$ cat src/rtl/fetch_controller.sv
// Fetch-stage controller: PC / IR2 / PC2 mux selects, stall and branch bubbles.
// Optional FETCH_PERF_CNT_EN adds saturating stall/flush event counters.
module fetch_controller #(
    parameter int unsigned FLUSH_CYCLES = 1
) (
    input  logic       clk,
    input  logic       rst,
    input  logic       start_valid,
    input  logic       stall,
    input  logic       branch_taken,
    input  logic       redirect,
    output logic [1:0] selectmux0,
    output logic [1:0] selectmux1,
    output logic       selectmux2,
    output logic       fetch_active,
`ifdef FETCH_PERF_CNT_EN
    output logic [15:0] stall_count,
    output logic [15:0] flush_count,
`endif
    output logic [1:0] state_o
);

    typedef enum logic [1:0] {
        S_IDLE  = 2'd0,
        S_RUN   = 2'd1,
        S_STALL = 2'd2,
        S_FLUSH = 2'd3
    } state_t;

    localparam logic [1:0] PC_Z4   = 2'd0;
    localparam logic [1:0] PC_INC  = 2'd1;
    localparam logic [1:0] PC_HOLD = 2'd2;
    localparam logic [1:0] PC_BR   = 2'd3;

    localparam logic [1:0] IR_INSN = 2'd0;
    localparam logic [1:0] IR_NOP  = 2'd1;
    localparam logic [1:0] IR_HOLD = 2'd2;

    localparam logic PC2_INC  = 1'b0;
    localparam logic PC2_HOLD = 1'b1;

    localparam logic [3:0] FLUSH_LD = 4'(FLUSH_CYCLES);

    state_t     state_q, state_d;
    logic [3:0] cnt_q, cnt_d;
    logic [1:0] sel0, sel1;
    logic       sel2;
    logic       stall_act;
    logic       flush_act;

    // Next state, bubble counter and mux selects by action priority
    always_comb begin
        state_d   = state_q;
        cnt_d     = cnt_q;
        sel0      = PC_Z4;
        sel1      = IR_NOP;
        sel2      = PC2_HOLD;
        stall_act = 1'b0;
        flush_act = 1'b0;
        case (state_q)
            S_IDLE: begin
                if (start_valid) begin
                    state_d = S_RUN;
                end
            end
            default: begin
                if (redirect || branch_taken) begin
                    // redirect wins over branch; both start a bubble window
                    flush_act = 1'b1;
                    sel0      = redirect ? PC_Z4 : PC_BR;
                    sel1      = IR_NOP;
                    sel2      = PC2_HOLD;
                    cnt_d     = FLUSH_LD;
                    state_d   = (FLUSH_LD == 4'd0) ? S_RUN : S_FLUSH;
                end else if (stall) begin
                    stall_act = 1'b1;
                    if (state_q == S_FLUSH) begin
                        // bubble count frozen while the pipe is held
                        sel0 = PC_HOLD;
                        sel1 = IR_NOP;
                        sel2 = PC2_HOLD;
                    end else begin
                        sel0    = PC_HOLD;
                        sel1    = IR_HOLD;
                        sel2    = PC2_HOLD;
                        state_d = S_STALL;
                    end
                end else if (state_q == S_FLUSH) begin
                    sel0 = PC_HOLD;
                    sel1 = IR_NOP;
                    sel2 = PC2_HOLD;
                    if (cnt_q <= 4'd1) begin
                        cnt_d   = 4'd0;
                        state_d = S_RUN;
                    end else begin
                        cnt_d = cnt_q - 4'd1;
                    end
                end else begin
                    sel0    = PC_INC;
                    sel1    = IR_INSN;
                    sel2    = PC2_INC;
                    state_d = S_RUN;
                end
            end
        endcase
        if (rst) begin
            sel0      = PC_Z4;
            sel1      = IR_NOP;
            sel2      = PC2_HOLD;
            stall_act = 1'b0;
            flush_act = 1'b0;
        end
    end

    // State and bubble counter registers
    always_ff @(posedge clk) begin
        if (rst) begin
            state_q <= S_IDLE;
            cnt_q   <= 4'd0;
        end else begin
            state_q <= state_d;
            cnt_q   <= cnt_d;
        end
    end

    // Output drive; reset forces the idle view immediately
    always_comb begin
        selectmux0   = sel0;
        selectmux1   = sel1;
        selectmux2   = sel2;
        fetch_active = !rst && (state_q != S_IDLE);
        state_o      = rst ? 2'd0 : state_q;
    end

`ifdef FETCH_PERF_CNT_EN
    logic [15:0] stall_count_q, stall_count_d;
    logic [15:0] flush_count_q, flush_count_d;

    // Saturating event counter next values
    always_comb begin
        stall_count_d = stall_count_q;
        flush_count_d = flush_count_q;
        if (stall_act && stall_count_q != 16'hFFFF) begin
            stall_count_d = stall_count_q + 16'd1;
        end
        if (flush_act && flush_count_q != 16'hFFFF) begin
            flush_count_d = flush_count_q + 16'd1;
        end
    end

    // Event counter registers
    always_ff @(posedge clk) begin
        if (rst) begin
            stall_count_q <= 16'd0;
            flush_count_q <= 16'd0;
        end else begin
            stall_count_q <= stall_count_d;
            flush_count_q <= flush_count_d;
        end
    end

    assign stall_count = stall_count_q;
    assign flush_count = flush_count_q;
`endif

endmodule

$ cat config.mk
export PLATFORM = sky130hd
export DESIGN_NAME = fetch_controller
export DESIGN_NICKNAME = d
export VERILOG_FILES = /design/src/rtl/fetch_controller.sv
export SDC_FILE = /design/constraint.sdc
export NUM_CORES = 1
export LEC_CHECK = 0
export ABC_AREA = 1
export BUFFER_PORTS_ARGS = -buffer_cell sky130_fd_sc_hd__buf_2
export CAP_MARGIN = 20
export CORE_AREA = 2 2 39 41
export DETAILED_ROUTE_END_ITERATION = 12
export DIE_AREA = 0 0 41 43
export GPL_ROUTABILITY_DRIVEN = 0
export SLEW_MARGIN = 20
export SYNTH_ARGS = -nofsm -noshare
export SYNTH_HDL_FRONTEND = slang
export SYNTH_SLANG_ARGS = --single-unit
$ cat constraint.sdc
create_clock -name clk -period 1.9 [get_ports clk]
set_clock_uncertainty 0.1 [all_clocks]
set_input_delay 0.285 -clock clk [delete_from_list [all_inputs] [get_ports clk]]
set_output_delay 0.285 -clock clk [all_outputs]
set_load 0.02 [all_outputs]
* Yosys cells after proc, flatten, opt, wreduce, memory -nomap -nowiden
Index checks and enable logic that the tools add are counted.
** Word-level totals
- Register bits after elaboration :: 6
- Input port bits :: 6
** Operators by class
- $add $sub $neg :: 1
- Magnitude comparators :: 1
- Muxes and demuxes :: 29
- Eq/ne operators :: 5
- Reductions and logical operators :: 8
- Bitwise gates (word level) :: 1
** Operator list (count)
- 2-to-1 mux 2 bit :: 19
- 2-to-1 mux 4 bit :: 4
- 2-to-1 mux 1 bit :: 6
- AND reduction 3 bit :: 2
- less-or-equal comparator 4 x 1 -> 1 bit, second input constant :: 1
- != test 4 x 2 -> 1 bit, second input constant :: 1
- != test 4 x 3 -> 1 bit, second input constant :: 1
- nonzero test 2 bit :: 2
- subtractor 4 x 1 -> 4 bit, second input constant :: 1
- == test 2 bit, second input constant :: 1
- zero test 2 bit :: 1
- != test 2 x 1 -> 1 bit, second input constant :: 1
- != test 2 bit, second input constant :: 1
- logical AND 1 bit :: 1
- zero test 1 bit :: 1
- logical OR 1 bit :: 1
- inverter 1 bit :: 1

* Longest topological paths before layout
Gate-level depths: netlist (run 1).
- Depth in word-level cells :: 6
- Gate-level depth with buffers :: 9
- Gate-level depth less buffers :: 9

* Worst setup path after synthesis (run 1)
No wires, ideal clock.
- Path kind :: reg-to-output
- Start point :: reg state_q[0]
- End point :: out selectmux0[0]
- Data arrival time :: 1.271 ns
- Cell stages (with the launch flop) :: 5
- Slack :: 0.244 ns
- Required time :: 1.515 ns
- Cells stage by stage :: dfxtp_1 -> inv_1 -> a21oi_2 -> nand2_1 -> nor3_1
** On the way
- Cells in the longest elaborated chain, start to end :: 6
- Elaborated cells between the ends (all ways) :: 7
- Classes of those cells :: eq/ne (1); mux (5); reduce/logical (1)
** RTL lines
- from (decl) :: RTL line 44 : state_t state_q, state_d;
- from (signal assigned) :: RTL line 121 : state_q <= state_d;
- == test 2 bit :: RTL line 88 : end else if (state_q == S_FLUSH) begin
- 2-to-1 mux 2 bit :: RTL line 88
- 2-to-1 mux 2 bit :: RTL line 75 : end else if (stall) begin
- 2-to-1 mux 2 bit :: RTL line 67 : if (redirect || branch_taken) begin
- 2-to-1 mux 2 bit * :: RTL line 60 : case (state_q)
- 2-to-1 mux 2 bit * :: RTL line 106 : if (rst) begin
- to (decl) :: RTL line 12 : output logic [1:0] selectmux0,
Mark *: on every way between the ends. The rest lies on a longest branch, timed or not.

* Worst setup path after layout (run 1)
Ends and elaborated chain as after synthesis.

==> results.txt, run 1 <==
----------------------------------------------------
[Outcome]
  Result of the run ... complete, no violations

[Clock tree]
  Cell at the root of the clock tree ... clkbuf_4
  Number of sinks handled by clock tree synthesis ... 6
  Post-CTS repair timing setup buffer count ... 0
  Longest Clk Path Bufs ... 2
  Number of clock buffers inserted by TritonCTS ... 3
  CTS H-tree depth ... 1
  Clock Latency Late Sink ... about 0.24 ns
  Post-cts resize count ... 0
  Clock transition time at the flip-flop clock pins of the worst setup and hold paths ... around 0.05 ns
  TritonCTS clock tree ... yes
  Hold-fix buffers at CTS ... 0

[Synthesis]
  Compound-cell area share of the yosys netlist ... about 15%
  Yosys reg bits ... 6
  Adder-Cell Fraction of Synth Area ... under 10%
  Unique cell type count in the Yosys netlist ... 14
  Post-synthesis net count ... 81
  Fraction of synthesized area in multiplexers ... 0%
  Count of flip-flops with a built-in enable after synthesis ... 0
  Per-instance average area after synthesis ... approximately 6 um2
  Flip-flop cell with the highest count after synthesis ... dfxtp_1
  Synth Cell Area ... approximately 440 um2
  Dominant combinational cell family by area after synthesis ... simple AND/OR/NAND/NOR gates
  Area share of the largest cell type after synthesis ... a little over a quarter
  Most instantiated library cell after synthesis ... nand2_1
  Fraction of synthesized cell area in xor and xnor cells ... 0%
  Number of warnings reported in the yosys synthesis log ... 0
  Area contributors post-synth ... dfxtp_1, nand2_1, inv_1
  Cell type with the highest aggregate area in the netlist ... dfxtp_1
  Simple-gate area share of the yosys netlist ... 40.3%
  Sequential share of the synthesized area ... 27.3%
  Fraction of registers with async set/reset ... 0%
  Most frequent cells after synthesis ... nand2_1, inv_1, nor2_1
  Post-Synthesis Cells ... 73

[Finish]
  Cell Count, Final, Fillers Out ... roughly 110
  Layout cells sized above 1 ... approximately 26%
  Final cell utilization of the core ... between 30% and 40%
  Antenna diode count ... 0
  Layout fillers ... 166
  Final #Nets ... 99
  Area Growth Syn to Fin ... 24.4%

[Critical path]
  Worst Path Class, Setup ... reg2out
  CP arrival ... approximately 1.3 ns
  Largest fanout of any net on the critical path ... 4
  Nature of the critical path startpoint ... register
  Series of cell instances along the critical path ... inv_1 > a21oi_2 > nand2_1 > nor3_1 > buf_2
  Worst path slowest cell ... dfxtp_1
  Crit end category ... output pin
  Required time of the worst setup path ... between 1.5 and 2 ns
  Longest individual stage delay on the worst path ... about 0.33 ns

[Detailed routing]
  Detailed-route vias per instance ... between 4 and 5
  Length of the first detailed-routing pass in iterations ... 2
  Count of antenna-violating nets left after detailed routing ... 0
  Routed WL ... 1000 um
  Average routed wire per standard cell ... 9.52 um
  Number of DRC violations after detailed-routing iteration 0 ... 6
  Vias post-DR ... ~480
  DRC violation count after routing ... 0

[Timing]
  Fraction of the cycle the final worst path needs ... between 80% and 90%
  Max Transition Viols Final ... 0
  Final setup vio count ... 0
  Final Hold Vio Count ... 0
  Fin Setup TNS ... 0 ns
  Normalized max-slew margin ... 87.5%
  Final worst path period need ... approximately 1.7 ns
  Highest Clock Rate ... just over 600 MHz
  Setup repair after global routing missed its margin ... no
  Slew of the pin with the lowest slew margin ... 0.187 ns

[Global route]
  Total gr overflow ... 0
  First-pass GRT wire length ... between 1500 and 2000 um
  Largest net degree at the start of global routing ... 8
  All-layer global routing usage ... 15.3%
  Initial antenna violation count ... 0
  Vias in the first global route ... around 450

[Floorplan]
  Overall die area ... between 0.0015 and 0.002 mm2
  I/O Pins ... 14
  Die extent in y ... 43 um
  Starting utilization of the core area ... roughly a third
  Width of the die ... 41 um
  Total number of placement rows ... 14
  Core region area ... between 0.001 and 0.0015 mm2

[Hold path]
  Hold/Removal Path Class ... in2reg

[Power and ir drop]
  Design internal power ... 249 uW
  Sequential share of power ... approximately 38%
  Combinational cell fraction of total power ... 31.5%
  Proportion of total power due to net switching ... a little over a third
  Proportion of power drawn by the clock network ... between 30% and 40%
  Worst supply voltage drop on vdd ... about 0.00032 V
  Static leakage ... around 0.00028 uW
  Net switching power of the design ... 133 uW
  Power per unit of standard cell area ... between 600 and 700 mW/mm2

[Placed design]
  Placed insts ... around 100
  Half-perimeter wire length after detailed placement ... approximately 840 um
  Number of buffers inserted by port buffering ... 13

[Job]
  Max Cap Viol ... 0

----------------------------------------------------
## cells by family (layout without fill, tap and decap cells)
family | after synthesis | count (layout)
AO/OA/AOI/OAI | 12 | 12
adder cells (fa/ha/maj) | 2 | 2
buffers and inverters | 14 | 30
flip-flops | 6 | 6
AND/OR/NAND/NOR | 39 | 39
## metrics by stage
step | area, um2 | setup WS [ns] | hold slack, ns | power, uW
detailed placement | 526 | 0.455 | 0.379 | 268
finish | 548 | 0.243 | 0.203 | 382
global placement | 526 | 0.482 | 0.376 | 266
floorplan | 440 | 0.244 | 0.254 | 234
global route | 548 | 0.109 | 0.216 | 415
CTS | 548 | 0.228 | 0.196 | 389
## metal layers
layer	routed length, um	up-vias	share of wire [%]	track usage [%]
met1	461	207	46	21.0
met5	0	-	0	0
li1	-	261	-	-
met3	45	0	4.5	3.14
met2	493	8	49	21.6
met4	0	0	0	8.00
## state kept, by name, summed over array words and instances, names as in the netlist
name     cells
cnt_q        4
state_q      2
## power groups by stage
stage | Clock [uW] | Sequential [uW] | Combinational [uW]
6_report | 117 | 144 | 120
5_1_grt | 129 | 146 | 140
4_1_cts | 123 | 145 | 121
3_5_place_dp | 0 | 147 | 121
3_3_place_gp | 0 | 147 | 120
2_1_floorplan | 0 | 145 | 89.3
## worst max-delay path: cells and delay by family (launching register included)
family	cells	cell delay, ns
AO/OA/AOI/OAI	1	0.21
buffers and inverters	2	0.27
flip-flops	1	0.33
AND/OR/NAND/NOR	2	0.22
## cell usage in the layout, fill, tap and decap left out
cell type   n
nor2_4      2
a21oi_1     6
inv_1      13
buf_2      13
nand2_1    18
ha_1        2
nand2_2     3
dfxtp_1     6
clkbuf_4    3
nor3_1      2
nand3_1     5
o21ai_0     4
nor2_1      9
a21oi_2     1
inv_2       1
a31oi_1     1
## area by class of cell
cell class,instances,area (um2),area share (%)
clock buffer,3,22.5,4.11
inverter,14,52.6,9.59
multi-input combinational,53,268,48.9
sequential,6,120,21.9
tap,16,20.0,3.65
timing repair buffer,13,65.1,11.9
## worst paths after layout
check | from | endpoint | slack [ns] | depth (start not counted)
max | state_q[0] | selectmux0[0] | 0.24 | 5
min reg2reg | cnt_q[2] | cnt_q[2] | 0.38 | 2
max reg2reg | cnt_q[0] | cnt_q[3] | 0.51 | 7
min | rst | cnt_q[3] | 0.20 | 2
Note: power is estimated with default switching activity, not from simulation.
==> run 2: changes to the inputs <==
--- a/config.mk
+++ b/config.mk
@@ -12,6 +12,7 @@
 export DETAILED_ROUTE_END_ITERATION = 12
 export DIE_AREA = 0 0 41 43
 export GPL_ROUTABILITY_DRIVEN = 0
+export PLACE_DENSITY = 0.55
 export SLEW_MARGIN = 20
 export SYNTH_ARGS = -nofsm -noshare
 export SYNTH_HDL_FRONTEND = slang
==> constraint.sdc (replaced) <==
create_clock -name clk -period 1.9 [get_ports clk]
set_clock_uncertainty 0.1 [all_clocks]
set_input_delay 0.38 -clock clk [delete_from_list [all_inputs] [get_ports clk]]
set_output_delay 0.38 -clock clk [all_outputs]
set_load 0.02 [all_outputs]
==> run 2 against run 1 <==
Largest cell class unchanged. Sequential share of layout area unchanged. Flip-flop and latch count did not move. Combinational power barely moved.
==> results.txt, run 2 (same netlist as run 1, synthesis figures left out) <==
----------------------------------------------------
[Outcome]
  Result of the run ... complete, no violations

[Global route]
  First-pass GRT wire length ... between 1500 and 2000 um
  Largest net degree at the start of global routing ... 8
  Total gr overflow ... 0
  All-layer global routing usage ... between 10% and 20%
  Vias in the first global route ... between 400 and 500
  Initial antenna violation count ... 0

[Timing]
  Final worst path period need ... ~1.7 ns
  Fraction of the cycle the final worst path needs ... around nine tenths
  Highest Clock Rate ... between 500 and 600 MHz
  Normalized max-slew margin ... between 80 and 90%
  Final setup vio count ... 0
  Fin Setup TNS ... 0 ns
  Final Hold Vio Count ... 0
  Setup repair after global routing missed its margin ... no
  Slew of the pin with the lowest slew margin ... between 0.15 and 0.2 ns
  Max Transition Viols Final ... 0

[Finish]
  Top library cells by usage in the layout, fill and taps aside ... nand2_1, inv_1, buf_2
  Register area ... roughly 120 um2
  Most frequent standard cell in the layout excluding fill and tap cells ... nand2_1
  Register containing the most flip-flops in the final layout ... cnt_q
  Antenna diode count ... 0
  Cell Count, Final, Fillers Out ... around 110
  Registers with the most flip-flops ... cnt_q: 4 flops, state_q: 2 flops
  Final #Nets ... 99
  Flip-flop count of the largest register, all copies and words added ... 4
  Layout cells sized above 1 ... between 20% and 30%
  Area Growth Syn to Fin ... 24.4%
  Total area of multi-input combinational cells ... around 270 um2
  Layout fillers ... around 160

[Power and ir drop]
  Proportion of total power due to net switching ... 35.5%
  Proportion of power drawn by the clock network ... about a third
  Static leakage ... approximately 0.00028 uW
  Sequential share of power ... a little under two fifths
  Design internal power ... approximately 250 uW
  Net switching power of the design ... 137 uW
  Worst supply voltage drop on vdd ... 0.000402 V
  Power per unit of standard cell area ... 706 mW/mm2
  Combinational cell fraction of total power ... a little under a third

[Job]
  Max Cap Viol ... 0

[Clock tree]
  Number of sinks handled by clock tree synthesis ... 6
  Clock Latency Late Sink ... about 0.25 ns
  Clock transition time at the flip-flop clock pins of the worst setup and hold paths ... about 0.050 ns
  Longest Clk Path Bufs ... 2
  Post-CTS repair timing setup buffer count ... 0
  Post-cts resize count ... 0
  TritonCTS clock tree ... yes
  CTS H-tree depth ... 1
  Hold-fix buffers at CTS ... 0
  Cell at the root of the clock tree ... clkbuf_4
  Number of clock buffers inserted by TritonCTS ... 3

[Floorplan]
  I/O Pins ... 14
  Die extent in y ... 43 um
  Starting utilization of the core area ... roughly a third
  Total number of placement rows ... 14
  Width of the die ... 41 um
  Core region area ... about 0.0014 mm2
  Overall die area ... approximately 0.0018 mm2

[Detailed routing]
  DRC violation count after routing ... 0
  Average routed wire per standard cell ... between 9 and 10 um
  Vias post-DR ... slightly below 500
  Count of antenna-violating nets left after detailed routing ... 0
  Length of the first detailed-routing pass in iterations ... 4
  Number of DRC violations after detailed-routing iteration 0 ... 11
  Routed WL ... around 1000 um
  Detailed-route vias per instance ... between 4 and 5

[Critical path]
  Required time of the worst setup path ... 1.42 ns
  Nature of the critical path startpoint ... register
  Worst Path Class, Setup ... reg2out
  Largest fanout of any net on the critical path ... 4
  Reg2reg end ... cnt_q[1]
  Register-to-register setup slack ... 0.50 ns
  Crit end category ... output pin
  CP arrival ... 1.26 ns
  Worst reg2reg path depth ... 7
  Reg-to-reg startpoint ... cnt_q[0]

[Hold path]
  Hold/Removal Path Class ... in2reg
  Hold Crit Depth ... 2
  Worst hold start ... rst
  Hold-critical path endpoint ... cnt_q[3]

[Placed design]
  Half-perimeter wire length after detailed placement ... 785 um
  Number of buffers inserted by port buffering ... 13
  Placed insts ... roughly 100

----------------------------------------------------
-- run 2: cell counts in the layout (fill, tap and decap cells not counted) --
Identical to the previous run, type by type.
-- run 2: power groups by stage --
stage               Sequential, uW  Combinational [uW]  Clock (uW)
detailed placement             147                 121           0
global route                   146                 138         135
CTS                            144                 121         128
floorplan                      145                89.3           0
finish                         144                 120         122
global placement               147                 119           0
-- run 2: how the worst max path moves through the flow --
| stage | slack, ns | depth (start not counted) | end | start |
|---|---|---|---|---|
| floorplan | 0.15 | 4 | selectmux0[0] | state_q[0] |
| global placement | 0.27 | 7 | selectmux1[1] | branch_taken |
| detailed placement | 0.28 | 7 | selectmux1[1] | branch_taken |
| CTS | 0.13 | 5 | selectmux0[0] | state_q[0] |
| global route | 0.01 | 5 | selectmux0[0] | state_q[0] |
| finish | 0.16 | 5 | selectmux0[0] | state_q[1] |
-- run 2: metal layers --
layer | part of all wire [%] | GRT usage [%] | vias up
met5 | 0 | 0 | -
met4 | 1.1 | 6.00 | 0
met3 | 5.2 | 7.85 | 2
met2 | 48 | 20.6 | 10
met1 | 45 | 18.6 | 216
li1 | - | - | 259
-- run 2: stage by stage --
| step | worst slack (ns) | util [%] | power (uW) | hold slack [ns] | area (um2) |
|---|---|---|---|---|---|
| after global placement | 0.274 | 38.0 | 267 | 0.381 | 526 |
| after detailed placement | 0.283 | 38.0 | 268 | 0.378 | 526 |
| after floorplan | 0.149 | - | 234 | 0.348 | 440 |
| after CTS | 0.133 | 39.6 | 393 | 0.275 | 548 |
| after global routing | 0.0130 | 39.6 | 419 | 0.289 | 548 |
| final | 0.159 | 39.6 | 387 | 0.287 | 548 |
-- run 2: area by class of cell --
cell class                      instances  share of cell area, %
Tap cell                               16                   3.65
Inverter                               14                   9.59
Clock buffer                            3                   4.11
Timing Repair Buffer                   13                   11.9
Sequential cell                         6                   21.9
Multi-Input combinational cell         53                   48.9
-- run 2: critical path: stages (launching register included) --
cell     delay, ns
dfxtp_1       0.33
inv_1         0.08
a21oi_2       0.20
nand2_1       0.09
nor3_1        0.13
buf_2         0.19
==> run 3: changes to the inputs <==
--- a/config.mk
+++ b/config.mk
@@ -5,14 +5,14 @@
 export SDC_FILE = /design/constraint.sdc
 export NUM_CORES = 1
 export LEC_CHECK = 0
-export ABC_AREA = 1
+export ABC_AREA = 0
 export BUFFER_PORTS_ARGS = -buffer_cell sky130_fd_sc_hd__buf_2
 export CAP_MARGIN = 20
 export CORE_AREA = 2 2 39 41
 export DETAILED_ROUTE_END_ITERATION = 12
 export DIE_AREA = 0 0 41 43
 export GPL_ROUTABILITY_DRIVEN = 0
-export PLACE_DENSITY = 0.55
+export PLACE_DENSITY = 0.59
 export SLEW_MARGIN = 20
 export SYNTH_ARGS = -nofsm -noshare
 export SYNTH_HDL_FRONTEND = slang
==> run 3 against run 2 <==
The flow now finishes with violations (negative setup slack). Design area up 10%. Combinational power rose by 21%. Area after synthesis increased by 12%. Register-to-register slack got worse by 0.28 ns.
==> results.txt, run 3 <==
----------------------------------------------------
[Outcome]
  Result of the run ... finished, violations left
  Failing checks ... negative setup slack

[Clock tree]
  Post-CTS repair timing setup buffer count ... 0
  Hold-fix buffers at CTS ... 0
  Cell at the root of the clock tree ... clkbuf_4
  Clock Latency Late Sink ... 0.25 ns
  Post-cts resize count ... 0
  TritonCTS clock tree ... yes
  Number of sinks handled by clock tree synthesis ... 6
  Number of clock buffers inserted by TritonCTS ... 3
  Clock transition time at the flip-flop clock pins of the worst setup and hold paths ... about 0.050 ns
  CTS H-tree depth ... 1
  Longest Clk Path Bufs ... 2

[Timing]
  Final setup vio count ... 1
  Final worst path period need ... 1.97 ns
  Fraction of the cycle the final worst path needs ... 104%
  Final Hold Vio Count ... 0
  Slew of the pin with the lowest slew margin ... ~0.32 ns
  Max Transition Viols Final ... 0
  Setup repair after global routing missed its margin ... yes
  Normalized max-slew margin ... between 70% and 80%
  Worst hold margin ... 0.387 ns
  Highest Clock Rate ... approximately 510 MHz
  Minimum setup slack in the final design ... -0.0682 ns

[Power and ir drop]
  Proportion of total power due to net switching ... 34.2%
  Net switching power of the design ... 140 uW
  Power per unit of standard cell area ... 677 mW/mm2
  Proportion of power drawn by the clock network ... around 30%
  Power Total ... between 400 and 500 uW
  Worst supply voltage drop on vdd ... ~0.00027 V
  Design internal power ... roughly 270 uW
  Combinational cell fraction of total power ... around 36%
  Static leakage ... roughly 0.00024 uW
  Sequential share of power ... a little over a third

[Detailed routing]
  Length of the first detailed-routing pass in iterations ... 4
  DRC violation count after routing ... 0
  Vias post-DR ... a little over 500
  Count of antenna-violating nets left after detailed routing ... 0
  Detailed-route vias per instance ... about 5.5
  Number of DRC violations after detailed-routing iteration 0 ... 3
  Average routed wire per standard cell ... ~12 um
  Routed WL ... around 1100 um

[Finish]
  Layout fillers ... around 160
  Register area ... ~120 um2
  Antenna diode count ... 0
  Area Growth Syn to Fin ... 22.3%
  Top library cells by usage in the layout, fill and taps aside ... buf_2, nor2_1, a21oi_1, dfxtp_1
  Layout cells sized above 1 ... approximately 30%
  Total area of multi-input combinational cells ... between 300 and 400 um2
  Most frequent standard cell in the layout excluding fill and tap cells ... buf_2
  Flip-flop count of the largest register, all copies and words added ... 4
  Registers with the most flip-flops ... cnt_q: 4 flops, state_q: 2 flops
  Cell Count, Final, Fillers Out ... 94
  Final #Nets ... 88
  Register containing the most flip-flops in the final layout ... cnt_q

[Critical path]
  Required time of the worst setup path ... roughly 1.4 ns
  CP arrival ... between 1 and 1.5 ns
  Worst reg2reg path depth ... 5
  Worst path slowest cell ... or4_1
  Series of cell instances along the critical path ... xnor2_1 > or4_1 > or2_1 > buf_2
  Reg-to-reg startpoint ... cnt_q[0]
  Worst path bufs/invs ... 1
  Crit end category ... output pin
  Worst Path Class, Setup ... reg2out
  Nature of the critical path startpoint ... register
  Top Family by Delay on Critical Path ... simple AND/OR/NAND/NOR gates
  Register-to-register setup slack ... 0.22 ns
  Largest fanout of any net on the critical path ... 2
  Longest individual stage delay on the worst path ... roughly 0.41 ns
  Reg2reg end ... cnt_q[1]

[Synthesis]
  Area contributors post-synth ... dfxtp_1, nor2b_1, a21oi_1
  Dominant combinational cell family by area after synthesis ... compound AO/OA/AOI/OAI gates
  Area share of the largest cell type after synthesis ... between 20 and 25%
  Per-instance average area after synthesis ... roughly 8.0 um2
  Yosys reg bits ... 6
  Flip-flop cell with the highest count after synthesis ... dfxtp_1
  Number of warnings reported in the yosys synthesis log ... 0
  Count of flip-flops with a built-in enable after synthesis ... 0
  Simple-gate area share of the yosys netlist ... a little over a quarter
  Most frequent cells after synthesis ... a21oi_1, dfxtp_1, nor2_1
  Sequential share of the synthesized area ... 24.4%
  Synth Cell Area ... slightly below 500 um2
  Post-synthesis net count ... 70
  Compound-cell area share of the yosys netlist ... 33.5%
  Cell type with the highest aggregate area in the netlist ... dfxtp_1
  Post-Synthesis Cells ... between 60 and 70
  Fraction of synthesized area in multiplexers ... 0%
  Unique cell type count in the Yosys netlist ... 29
  Fraction of synthesized cell area in xor and xnor cells ... under 10%
  Adder-Cell Fraction of Synth Area ... ~5.1%
  Fraction of registers with async set/reset ... 0%

[Global route]
  First-pass GRT wire length ... ~1900 um
  Total gr overflow ... 0
  Initial antenna violation count ... 0
  Vias in the first global route ... ~470
  All-layer global routing usage ... between 15 and 20%
  Largest net degree at the start of global routing ... 15

[Placed design]
  Worst slack after detailed placement ... around 0.042 ns
  Placed insts ... 91
  Half-perimeter wire length after detailed placement ... around 830 um
  Number of buffers inserted by port buffering ... 13

[Floorplan]
  Core region area ... between 0.001 and 0.0015 mm2
  Width of the die ... between 40 and 50 um
  Overall die area ... 0.00176 mm2
  Total number of placement rows ... 14
  I/O Pins ... 14
  Die extent in y ... around 43 um
  Starting utilization of the core area ... between 30% and 40%

[Hold path]
  Hold/Removal Path Class ... reg2reg
  Hold-critical path endpoint ... cnt_q[1]
  Worst hold start ... cnt_q[1]
  Hold Crit Depth ... 2

[Job]
  Max Cap Viol ... 0

----------------------------------------------------
[run 3: changes by cell type in the layout (fill, tap and decap cells not counted), moves of 3 or more]
cell     change
inv_1       -11
nor2_1       -3
nand2_1     -15
nand3_1      -4
nor2b_1      +5
nand2_2      -3
or2_1        +3
buf_4        +5
[run 3: worst reg2reg max path: stages (launching register included)]
cell	delay, ns
dfxtp_1	0.38
inv_1	0.09
ha_1	0.22
or2_1	0.28
a2111o_1	0.41
a21oi_1	0.13
[run 3: layer usage]
layer  track usage, %  vias up  part of all wire, %
li1                 -      263                    -
met1             19.0      239                   47
met2             22.5       15                   49
met3             7.85        0                  4.6
met4             6.00        0                    0
met5                0        -                    0
[run 3: how the worst max path moves through the flow]
stage | cells past startpoint | end | start | slack [ns]
after floorplan | 4 | selectmux2 | state_q[1] | 0.02
after global placement | 4 | selectmux2 | rst | 0.06
after detailed placement | 4 | selectmux2 | rst | 0.04
after CTS | 4 | selectmux2 | state_q[0] | -0.08
after global routing | 4 | selectmux2 | state_q[0] | -0.15
final | 4 | selectmux2 | state_q[1] | -0.07
[run 3: cell type report]
type                    count  area share (%)
clock buffers               3            3.73
inverters                   2            1.24
multi-input cells          49            54.8
flip-flops and latches      6            19.9
well taps                  16            3.32
repair buffers             18            17.0
[run 3: power by group through the flow]
stage                     logic (uW)  registers (uW)  clock network, uW
after CTS                        146             142                126
after floorplan                  108             143                  0
final                            145             142                121
after detailed placement         145             144                  0
after global placement           144             144                  0
after global routing             160             143                132
[run 3: cell families (layout without fill, tap and decap cells)]
family          count (synthesis)  count (layout)
xor+xnor                        1               1
fa+ha+maj                       2               2
flops                           6               6
compound gates                 21              21
simple gates                   25              25
buf+inv                         7              23
[run 3: per-stage QoR]
| step | instance area (um2) | setup TNS, ns | util (%) |
|---|---|---|---|
| after floorplan | 493 | 0 | - |
| after global placement | 581 | 0 | 42.0 |
| after detailed placement | 581 | 0 | 42.0 |
| after CTS | 603 | -0.0757 | 43.6 |
| after global routing | 603 | -0.150 | 43.6 |
| final | 603 | -0.0682 | 43.6 |
